$ cat src/rtl/mul_sequencer_if.sv
// ---------------------------------------------------------------------------
// mul_sequencer_if
//   Bundles the execute-stage signals exchanged between the pipeline and the
//   iterative multiplier.
//
//   Handshake: the pipeline raises start_E while a MUL sits in execute and
//   keeps it high for as long as stall_E is high. The multiplier accepts the
//   operation on the first clock edge where start_E is high and flush_E is
//   low while it is idle. done_E then pulses for exactly one cycle with
//   product_E valid, and stall_E is low in that cycle so the pipeline
//   advances. flush_E cancels any operation in flight, and no done_E follows.
//
//   Signals (pipeline = master, multiplier = slave):
//     start_E    master->slave  MUL instruction is in execute
//     flush_E    master->slave  synchronous cancel of the execute stage
//     srcA_E     master->slave  multiplicand
//     srcB_E     master->slave  multiplier
//     stall_E    slave->master  hold PC, IF/ID and ID/EX; bubble EX/MEM
//     busy       slave->master  iteration in progress
//     done_E     slave->master  one-cycle result-valid pulse
//     product_E  slave->master  low N bits of srcA_E * srcB_E
// ---------------------------------------------------------------------------
interface mul_sequencer_if #(
    parameter int N = 64
);
    logic         start_E;
    logic         flush_E;
    logic [N-1:0] srcA_E;
    logic [N-1:0] srcB_E;
    logic         stall_E;
    logic         busy;
    logic         done_E;
    logic [N-1:0] product_E;

    modport master (
        output start_E,
        output flush_E,
        output srcA_E,
        output srcB_E,
        input  stall_E,
        input  busy,
        input  done_E,
        input  product_E
    );

    modport slave (
        input  start_E,
        input  flush_E,
        input  srcA_E,
        input  srcB_E,
        output stall_E,
        output busy,
        output done_E,
        output product_E
    );
endinterface

$ cat src/rtl/mul_sequencer.sv
// ---------------------------------------------------------------------------
// mul_sequencer
//   Iterative shift-add multiplier for the execute stage. It retires one
//   multiplier bit per cycle and stops early once no set multiplier bits
//   remain. The result is the low N bits of the product, which is the same
//   for signed and unsigned operands.
//
//   Ports:
//     clk          rising-edge clock
//     reset        asynchronous, active-high reset
//     bus          mul_sequencer_if.slave (start/flush/operands in,
//                  stall/busy/done/product out)
//     dbg_state_o  current FSM state (0 IDLE, 1 RUN, 2 DONE)
// ---------------------------------------------------------------------------
module mul_sequencer #(
    parameter int N = 64
) (
    input  logic            clk,
    input  logic            reset,
    mul_sequencer_if.slave  bus,
    output logic [1:0]      dbg_state_o
);

    localparam int CW = $clog2(N);

    typedef enum logic [1:0] {
        S_IDLE = 2'd0,
        S_RUN  = 2'd1,
        S_DONE = 2'd2
    } state_t;

    state_t        state_q,   state_d;
    logic [N-1:0]  mcand_q,   mcand_d;
    logic [N-1:0]  mplier_q,  mplier_d;
    logic [N-1:0]  acc_q,     acc_d;
    logic [CW-1:0] count_q,   count_d;
    logic [N-1:0]  product_q, product_d;

    logic          accept;
    logic [N-1:0]  acc_step;
    logic [N-1:0]  mcand_shift;
    logic [N-1:0]  mplier_shift;
    logic          last_step;

    // A start is taken only when it is not cancelled in the same cycle.
    assign accept = bus.start_E && !bus.flush_E;

    // One shift-add step, evaluated from the current registers.
    assign acc_step     = mplier_q[0] ? (acc_q + mcand_q) : acc_q;
    assign mcand_shift  = mcand_q << 1;
    assign mplier_shift = mplier_q >> 1;

    // Stop when no set multiplier bits remain or the last bit was consumed.
    assign last_step = (mplier_shift == '0) || (count_q == CW'(N - 1));

    always_ff @(posedge clk or posedge reset) begin
        if (reset) begin
            state_q   <= S_IDLE;
            mcand_q   <= '0;
            mplier_q  <= '0;
            acc_q     <= '0;
            count_q   <= '0;
            product_q <= '0;
        end else begin
            state_q   <= state_d;
            mcand_q   <= mcand_d;
            mplier_q  <= mplier_d;
            acc_q     <= acc_d;
            count_q   <= count_d;
            product_q <= product_d;
        end
    end

    always_comb begin
        state_d   = state_q;
        mcand_d   = mcand_q;
        mplier_d  = mplier_q;
        acc_d     = acc_q;
        count_d   = count_q;
        product_d = product_q;

        unique case (state_q)
            S_IDLE: begin
                if (accept) begin
                    mcand_d  = bus.srcA_E;
                    mplier_d = bus.srcB_E;
                    acc_d    = '0;
                    count_d  = '0;
                    state_d  = S_RUN;
                end
            end

            S_RUN: begin
                if (bus.flush_E) begin
                    // Cancelled: the previous product stays visible.
                    state_d = S_IDLE;
                end else begin
                    acc_d    = acc_step;
                    mcand_d  = mcand_shift;
                    mplier_d = mplier_shift;
                    count_d  = count_q + CW'(1);
                    if (last_step) begin
                        product_d = acc_step;
                        state_d   = S_DONE;
                    end
                end
            end

            S_DONE: begin
                // start_E still belongs to the retiring instruction here.
                state_d = S_IDLE;
            end

            default: begin
                state_d = S_IDLE;
            end
        endcase
    end

    // The accepting cycle stalls combinationally so the MUL does not move on
    // before it has been latched. Reset masks it because start_E may be high.
    assign bus.stall_E   = !reset && (((state_q == S_IDLE) && accept) ||
                                      (state_q == S_RUN));
    assign bus.busy      = (state_q == S_RUN);
    assign bus.done_E    = (state_q == S_DONE);
    assign bus.product_E = product_q;
    assign dbg_state_o   = state_q;

endmodule

$ cat src/flat_wrapper.sv
// flat-port wrapper written by rule: the top's interface ports become plain ports
module mul_sequencer_flat 
#(
    parameter int N = 64
)
  (clk, reset, dbg_state_o, bus_start_E, bus_flush_E, bus_srcA_E, bus_srcB_E, bus_stall_E, bus_busy, bus_done_E, bus_product_E);
  mul_sequencer_if #(.N(N)) bus_i ();
  input  logic clk;
  input  logic reset;
  output logic [1:0] dbg_state_o;
  input wire logic [$bits(bus_i.start_E)-1:0] bus_start_E;
  input wire logic [$bits(bus_i.flush_E)-1:0] bus_flush_E;
  input wire logic [$bits(bus_i.srcA_E)-1:0] bus_srcA_E;
  input wire logic [$bits(bus_i.srcB_E)-1:0] bus_srcB_E;
  output wire logic [$bits(bus_i.stall_E)-1:0] bus_stall_E;
  output wire logic [$bits(bus_i.busy)-1:0] bus_busy;
  output wire logic [$bits(bus_i.done_E)-1:0] bus_done_E;
  output wire logic [$bits(bus_i.product_E)-1:0] bus_product_E;
  assign bus_i.start_E = bus_start_E;
  assign bus_i.flush_E = bus_flush_E;
  assign bus_i.srcA_E = bus_srcA_E;
  assign bus_i.srcB_E = bus_srcB_E;
  assign bus_stall_E = bus_i.stall_E;
  assign bus_busy = bus_i.busy;
  assign bus_done_E = bus_i.done_E;
  assign bus_product_E = bus_i.product_E;
  mul_sequencer #(.N(N)) u_core (.clk(clk), .reset(reset), .bus(bus_i), .dbg_state_o(dbg_state_o));
endmodule
$ cat config.mk
export PLATFORM = sky130hd
export DESIGN_NAME = mul_sequencer_flat
export DESIGN_NICKNAME = d
export VERILOG_FILES = /design/src/rtl/mul_sequencer_if.sv /design/src/rtl/mul_sequencer.sv /design/src/flat_wrapper.sv
export SDC_FILE = /design/constraint.sdc
export NUM_CORES = 1
export LEC_CHECK = 0
export CORE_MARGIN = 10
export CORE_UTILIZATION = 56
export DETAILED_ROUTE_END_ITERATION = 8
export GPL_TIMING_DRIVEN = 0
export PLACE_DENSITY = 0.81
export SYNTH_ARGS = -nofsm -noshare
export SYNTH_HDL_FRONTEND = slang
export SYNTH_SLANG_ARGS = --single-unit
$ cat constraint.sdc
create_clock -name clk -period 12.5 [get_ports clk]
set_input_delay 2.5 -clock clk [delete_from_list [all_inputs] [get_ports clk]]
set_output_delay 2.5 -clock clk [all_outputs]
set_load 0.01 [all_outputs]
==> implementation parameters, run 1 <==
Parameter                              Value

STA
  RSZ-0062 raised after global routing ... false
  Worst Max-Slew Pin Slew ... 1.01 ns
  Minimum setup slack in the final design ... 4.91 ns
  Min cycle time layout ... 7.59 ns
  Final hold violation count ... 0
  Fraction of the cycle the final worst path needs ... 60.7%
  # setup viols final ... 0
  Worst slew margin ... 32.6%
  Peak clock frequency supported by timing ... 0.132 GHz
  Max Transition Viols Final ... 0
  Clk_skew ... 0.0119 ns

Critical path
  CP Data Arrival Time ... 5.09 ns
  CP startpoint kind ... input port
  Slowest cell on the critical path ... clkdlybuf4s50_1
  Category of the critical setup timing path ... in -> out
  Required time of the worst setup path ... 10.00 ns
  Capturing instance or port of the critical path ... bus_stall_E
  Number of cells on the worst reg-to-reg path ... 11
  Maximum fanout encountered on the critical timing path ... 10
  Most numerous cell on the critical path ... clkdlybuf4s50_1
  Setup slack, reg-to-reg ... 8.55 ns
  Cells along the critical path ... clkdlybuf4s50_1, or4b_2, clkbuf_1, buf_1, a21oi_1, clkdlybuf4s50_1
  Launch point of the worst path ... bus_start_E
  RR Endpoint ... u_core.bus.product_E[6]
  Slowest Stage Delay on Critical Path ... 0.61 ns
  Nature of the critical path endpoint ... primary output
  Worst reg2reg path startpoint ... u_core.mplier_q[51]

CTS
  Worst-Skew Late Latency ... 0.56 ns
  Number of setup buffers added after CTS ... 0
  Max H-tree Level ... 1
  Bufs on Longest Clock Path ... 3
  Number of cells upsized or downsized after cts ... 0
  Clock-pin slew of the registers on the worst-case setup and hold paths ... 0.06 ns
  Post-cts hold buffer count ... 0
  Clock root buffer ... clkbuf_16
  Total CTS buffers ... 28
  TritonCTS clock tree ... built
  Sinks on the clock net ... 264

Synth
  Sequential share of the synthesized area ... 43.9%
  Syn_nets ... 1955
  Post-synth EDFFs ... 0
  Average size of a mapped cell ... 8.56 um2
  Cells after Synth ... 1758
  Post-synthesis cell area ... 15000 um2
  Count of synthesis-stage warnings from yosys ... 0
  Number of distinct library cells after synthesis ... 66
  Number of synthesized register bits ... 264
  Asr flop ratio synth ... 100%
  Predominant post-synthesis flop cell ... dfrtp_1

Drt
  Number of DRC markers in iteration 0 ... 1369
  Number of optimization iterations in the first detailed-route pass ... 5
  Wire length after detailed routing ... 48100 um
  Post-detailed-route via-to-cell ratio ... 6.13
  DRC violations left ... 0
  Via count ... 14400
  Routed wire per std cell ... 20.5 um
  Antenna viol nets, final ... 0

Finish
  Number of nets at the end of the flow ... 2186
  Number of inserted diodes ... 0
  Synthesis-to-finish area growth ... 22.1%
  Share of cells above drive strength 1 ... 3.93%
  Cell area after layout ... 18400 um2
  Commonest non-fill, non-tap cell in the layout ... nand2_1
  Number of fillers in the final layout ... 2132
  Most frequent cells in the layout ... nand2_1 (390), dfrtp_1 (264), clkdlybuf4s50_1 (200)

Floorplanning
  X dimension of the die ... 184 um
  Height of the chip ... 184 um
  Die Area ... 33800 um2
  Starting Density ... 57.2%
  Core Region ... 26300 um2
  Count of standard-cell rows ... 59
  Count of boundary I/O pins ... 201

GRT
  Global-route total usage across every layer ... 27.5%
  Overflow left after global routing ... 0
  Via count of the first global-routing pass ... 14000
  Maximum number of pins on one net before global-route repair ... 134
  Antenna violations before repair ... 0
  Global-route wire length before repair ... 75700 um

Power and ir drop
  Fraction of power consumed by sequential logic ... 30.1%
  Power density over cell area ... 230 nW/um2
  Largest vdd supply drop ... 0.139 mV
  P_leak ... 0.00817 uW
  Total power ... 4220 uW
  Net Switching ... 1880 uW
  Cell internal pwr ... 2340 uW
  Fraction of power spent switching nets ... 44.5%
  Share of total power in combinational logic ... 50.9%
  Clock power share ... 19.0%

Run
  Maxcap violations ... 0

Min path
  Classification of the worst-slack hold path ... reg -> reg

Place
  Count of buffers from port buffering ... 200
  Final weighted congestion in routability-driven placement ... 0.989
  Pre-CTS worst setup slack ... 4.94 ns
  Half-perimeter wire length of the detailed placement result ... 35700 um
  Placed Instance Area ... 17500 um2

Run status
  Status ... finished, final reports clean
[power by group through the flow]
stage                     logic, uW  registers (uW)  clock network [uW]
after floorplan                1580            1220                   0
final                          2150            1270                 800
after global routing           2380            1290                 840
after detailed placement       2090            1280                   0
after CTS                      2110            1260                 801
after global placement         2050            1270                   0
[logic make-up (layout without fill, tap and decap cells)]
kind of cell / count (synthesis) / in the layout / share of synthesized area [%]
AO/OA/AOI/OAI: 516 / 516 / 22.2
XOR/XNOR: 62 / 62 / 3.61
adder cells (fa/ha/maj): 65 / 65 / 5.46
buffers and inverters: 148 / 401 / 3.76
flip-flops: 264 / 264 / 43.9
multiplexers: 30 / 30 / 2.06
AND/OR/NAND/NOR: 673 / 673 / 19.0
[cells in the mapped netlist, drive strengths merged (19+ instances only)]
| master | n | area share [%] |
|---|---|---|
| a22oi | 51 | 2.5 |
| nand3 | 58 | 1.9 |
| nor2 | 122 | 3.0 |
| ha | 64 | 5.3 |
| mux2i | 22 | 1.5 |
| buf | 19 | 0.54 |
| a21oi | 87 | 2.9 |
| dfrtp | 264 | 44 |
| o21a | 25 | 1.2 |
| a21o | 29 | 1.4 |
| o21ai | 144 | 4.8 |
| inv | 26 | 0.65 |
| a31oi | 89 | 3.7 |
| nand2 | 391 | 9.8 |
| clkbuf | 102 | 2.5 |
| nor4 | 20 | 0.83 |
| xnor2 | 33 | 1.9 |
| nand4 | 25 | 1.0 |
| xor2 | 29 | 1.7 |
[worst min-delay path by stage]
stage                                    to  cells past startpoint                    start  slack [ns]
floorplan                 u_core.count_q[1]                      2        u_core.count_q[1]        0.47
global placement    u_core.bus.product_E[6]                      2  u_core.bus.product_E[6]        0.45
detailed placement  u_core.bus.product_E[6]                      2  u_core.bus.product_E[6]        0.47
CTS                 u_core.bus.product_E[6]                      2  u_core.bus.product_E[6]        0.48
global route        u_core.bus.product_E[6]                      2  u_core.bus.product_E[6]        0.51
finish              u_core.bus.product_E[6]                      2  u_core.bus.product_E[6]        0.48
[routing by layer]
layer | GRT usage (%) | wire length (um) | vias up
li1 | - | - | 6691
met1 | 36.3 | 20600 | 7037
met2 | 45.2 | 22600 | 550
met3 | 4.31 | 3420 | 95
met4 | 9.47 | 1580 | 0
met5 | 0 | 0 | -
[registers in the layout, indices dropped and copies added, names as in the netlist]
name / flops
u_core.count_q: 6
u_core.mplier_q: 64
u_core.dbg_state_o: 2
u_core.mcand_q: 64
u_core.bus.product_E: 64
u_core.acc_q: 64
[critical path: cells and delay by family]
family | cells | cell delay (ns)
buffers and inverters | 4 | 1.78
AOI/OAI and AO/OA | 1 | 0.22
and+or+nand+nor | 1 | 0.59
[stage by stage]
step	hold WS, ns	util, %	cells	setup TNS [ns]
floorplan	0.466	-	1758	0
global placement	0.454	66.4	2293	-151.76
detailed placement	0.466	66.6	2294	0
CTS	0.478	69.9	2346	0
global route	0.506	69.9	2346	0
finish	0.477	69.9	2346	0
[final cells by class]
type | count | area, um2 | area share (%)
Buffer | 121 | 464 | 2.53
Clock buffer | 37 | 744 | 4.05
Sequential cell | 264 | 6610 | 36.0
Clock inverter | 15 | 120 | 0.654
Timing Repair Buffer | 201 | 2030 | 11.1
Multi-Input combinational cell | 1346 | 7870 | 42.9
Tap cell | 335 | 419 | 2.28
Inverter | 27 | 109 | 0.593
Note: power is estimated with default switching activity, not from simulation.
==> run 2, diff against run 1 <==
- CORE_UTILIZATION: 56 -> 51
- PLACE_DENSITY: 0.81 -> 0.78
- clock period: 12.5 -> 6.15 ns (I/O delays scaled with it)
==> implementation parameters, run 2 (synthesized netlist as in run 1, its figures left out) <==
Parameter                              Value

STA
  Hold_ws ... 0.483 ns
  Min cycle time layout ... 5.06 ns
  Worst slew margin ... 15.0%
  # setup viols final ... 0
  Max Transition Viols Final ... 0
  RSZ-0062 raised after global routing ... false
  Peak clock frequency supported by timing ... 0.198 GHz
  Setup TNS after final layout ... 0 ns
  Final hold violation count ... 0
  Clk_skew ... 0.0134 ns
  Minimum setup slack in the final design ... 1.09 ns
  Worst Max-Slew Pin Slew ... 1.26 ns
  Fraction of the cycle the final worst path needs ... 82.2%

Run
  Maxcap violations ... 0

Critical path
  Kind of cell adding the most delay to the critical path ... buffers and inverters
  Crit path buf inv count ... 4
  Slowest Stage Delay on Critical Path ... 0.63 ns
  CP Data Arrival Time ... 3.83 ns
  Cells along the critical path ... clkdlybuf4s50_1, or4b_2, clkbuf_1, buf_1, a21oi_1, clkdlybuf4s50_1
  Slowest cell on the critical path ... or4b_2
  Maximum fanout encountered on the critical timing path ... 10
  Required time of the worst setup path ... 4.92 ns
  CP startpoint kind ... input port
  Most numerous cell on the critical path ... clkdlybuf4s50_1
  Nature of the critical path endpoint ... primary output
  Category of the critical setup timing path ... in -> out

CTS
  TritonCTS clock tree ... built
  Clock-pin slew of the registers on the worst-case setup and hold paths ... 0.06 ns
  Bufs on Longest Clock Path ... 3
  Clock root buffer ... clkbuf_16
  Worst-Skew Late Latency ... 0.58 ns
  Max H-tree Level ... 1
  Number of cells upsized or downsized after cts ... 0
  Total CTS buffers ... 29
  Sinks on the clock net ... 264
  Post-cts hold buffer count ... 0
  Number of setup buffers added after CTS ... 0

GRT
  Via count of the first global-routing pass ... 14400
  Antenna violations before repair ... 0
  Overflow left after global routing ... 0
  Global-route total usage across every layer ... 27.1%
  Maximum number of pins on one net before global-route repair ... 43
  Global-route wire length before repair ... 79600 um

Finish
  Most frequent cells in the layout ... nand2_1 (390), dfrtp_1 (264), clkdlybuf4s50_1 (200)
  Number of nets at the end of the flow ... 2193
  Number of fillers in the final layout ... 2431
  Synthesis-to-finish area growth ... 23.9%
  Commonest non-fill, non-tap cell in the layout ... nand2_1
  Share of cells above drive strength 1 ... 4.22%
  Non-filler instance count after layout ... 2401

Drt
  Post-detailed-route via-to-cell ratio ... 5.97
  Number of optimization iterations in the first detailed-route pass ... 5
  Wire length on met2 ... 24400 um
  Wire length after detailed routing ... 50800 um
  Number of DRC markers in iteration 0 ... 1177
  Via count ... 14300
  Antenna viol nets, final ... 0
  Routed length on met1 ... 21600 um
  DRC violations left ... 0
  Top layer reached by signal wires ... met4
  Routed wire per std cell ... 21.2 um
  Routed wl met3 ... 3210 um

Floorplanning
  X dimension of the die ... 192 um
  Height of the chip ... 192 um
  Die Area ... 36800 um2
  Core Region ... 28900 um2
  Count of boundary I/O pins ... 201
  Starting Density ... 52.0%
  Count of standard-cell rows ... 62

Place
  Pre-CTS worst setup slack ... 1.14 ns
  Half-perimeter wire length of the detailed placement result ... 38100 um
  Final weighted congestion in routability-driven placement ... 0.939
  Number of cells after detailed placement ... 2349
  Count of buffers from port buffering ... 200

Power and ir drop
  P_leak ... 0.00826 uW
  Largest vdd supply drop ... 0.268 mV
  Power density over cell area ... 472 nW/um2

Run status
  Status ... finished, final reports clean

Min path
  Classification of the worst-slack hold path ... reg -> reg
==> run 2: cell count changes in the layout (fill, tap and decap cells not counted), sizes merged <==
cell,change
diode,+1
clkbuf,+7
bufinv,+1
clkinv,-8
inv,-1
buf,+6
==> run 2: power by group <==
group | total, uW | leakage (uW) | switching (uW) | internal, uW
logic | 4420 | 0.00455 | 2730 | 1690
clock network | 1790 | 0.000473 | 741 | 1050
registers | 2590 | 0.00324 | 417 | 2180
total | 8800 | 0.00826 | 3890 | 4910
==> run 2: final timing paths <==
check / depth (start not counted) / slack (ns) / end / startpoint
max: 6 / 1.09 / bus_stall_E / bus_flush_E
min: 2 / 0.48 / u_core.bus.product_E[27] / u_core.bus.product_E[27]
max reg2reg: 10 / 2.17 / u_core.mcand_q[3] / u_core.dbg_state_o[1]
min reg2reg: 2 / 0.48 / u_core.bus.product_E[27] / u_core.bus.product_E[27]
max in group asynchronous: 5 / 3.98 / u_core.bus.product_E[35] / reset
min in group asynchronous: 2 / 1.10 / u_core.bus.product_E[1] / reset
==> run 2: tightest hold or removal path, cell delays in order, from the launching register on <==
cell and delay (ns):
dfrtp_1 0.34, nand2_1 0.04, o21ai_0 0.06
==> run 2: final cells by class <==
cell class | instances | area, um2 | area share (%)
clock buffers | 44 | 862 | 4.63
diodes | 1 | 2.50 | 0.0134
inverters | 27 | 105 | 0.564
well taps | 384 | 480 | 2.58
multi-input cells | 1346 | 7870 | 42.2
flip-flops and latches | 264 | 6610 | 35.4
clock inverters | 7 | 106 | 0.571
plain buffers | 121 | 464 | 2.49
repair buffers | 207 | 2140 | 11.5
==> run 2: per-stage QoR <==
stage	cell area [um2]	power, uW	util, %
after CTS	18600	8740	64.4
after floorplan	15000	5690	-
after detailed placement	17700	6930	61.1
after global routing	18600	9420	64.4
final	18600	8800	64.4
after global placement	17500	6840	60.6
==> run 2: routing by layer <==
layer	up-vias	global-route usage, %
met5	-	0
met2	531	44.7
li1	6712	-
met3	93	3.94
met1	6998	35.8
met4	0	9.31
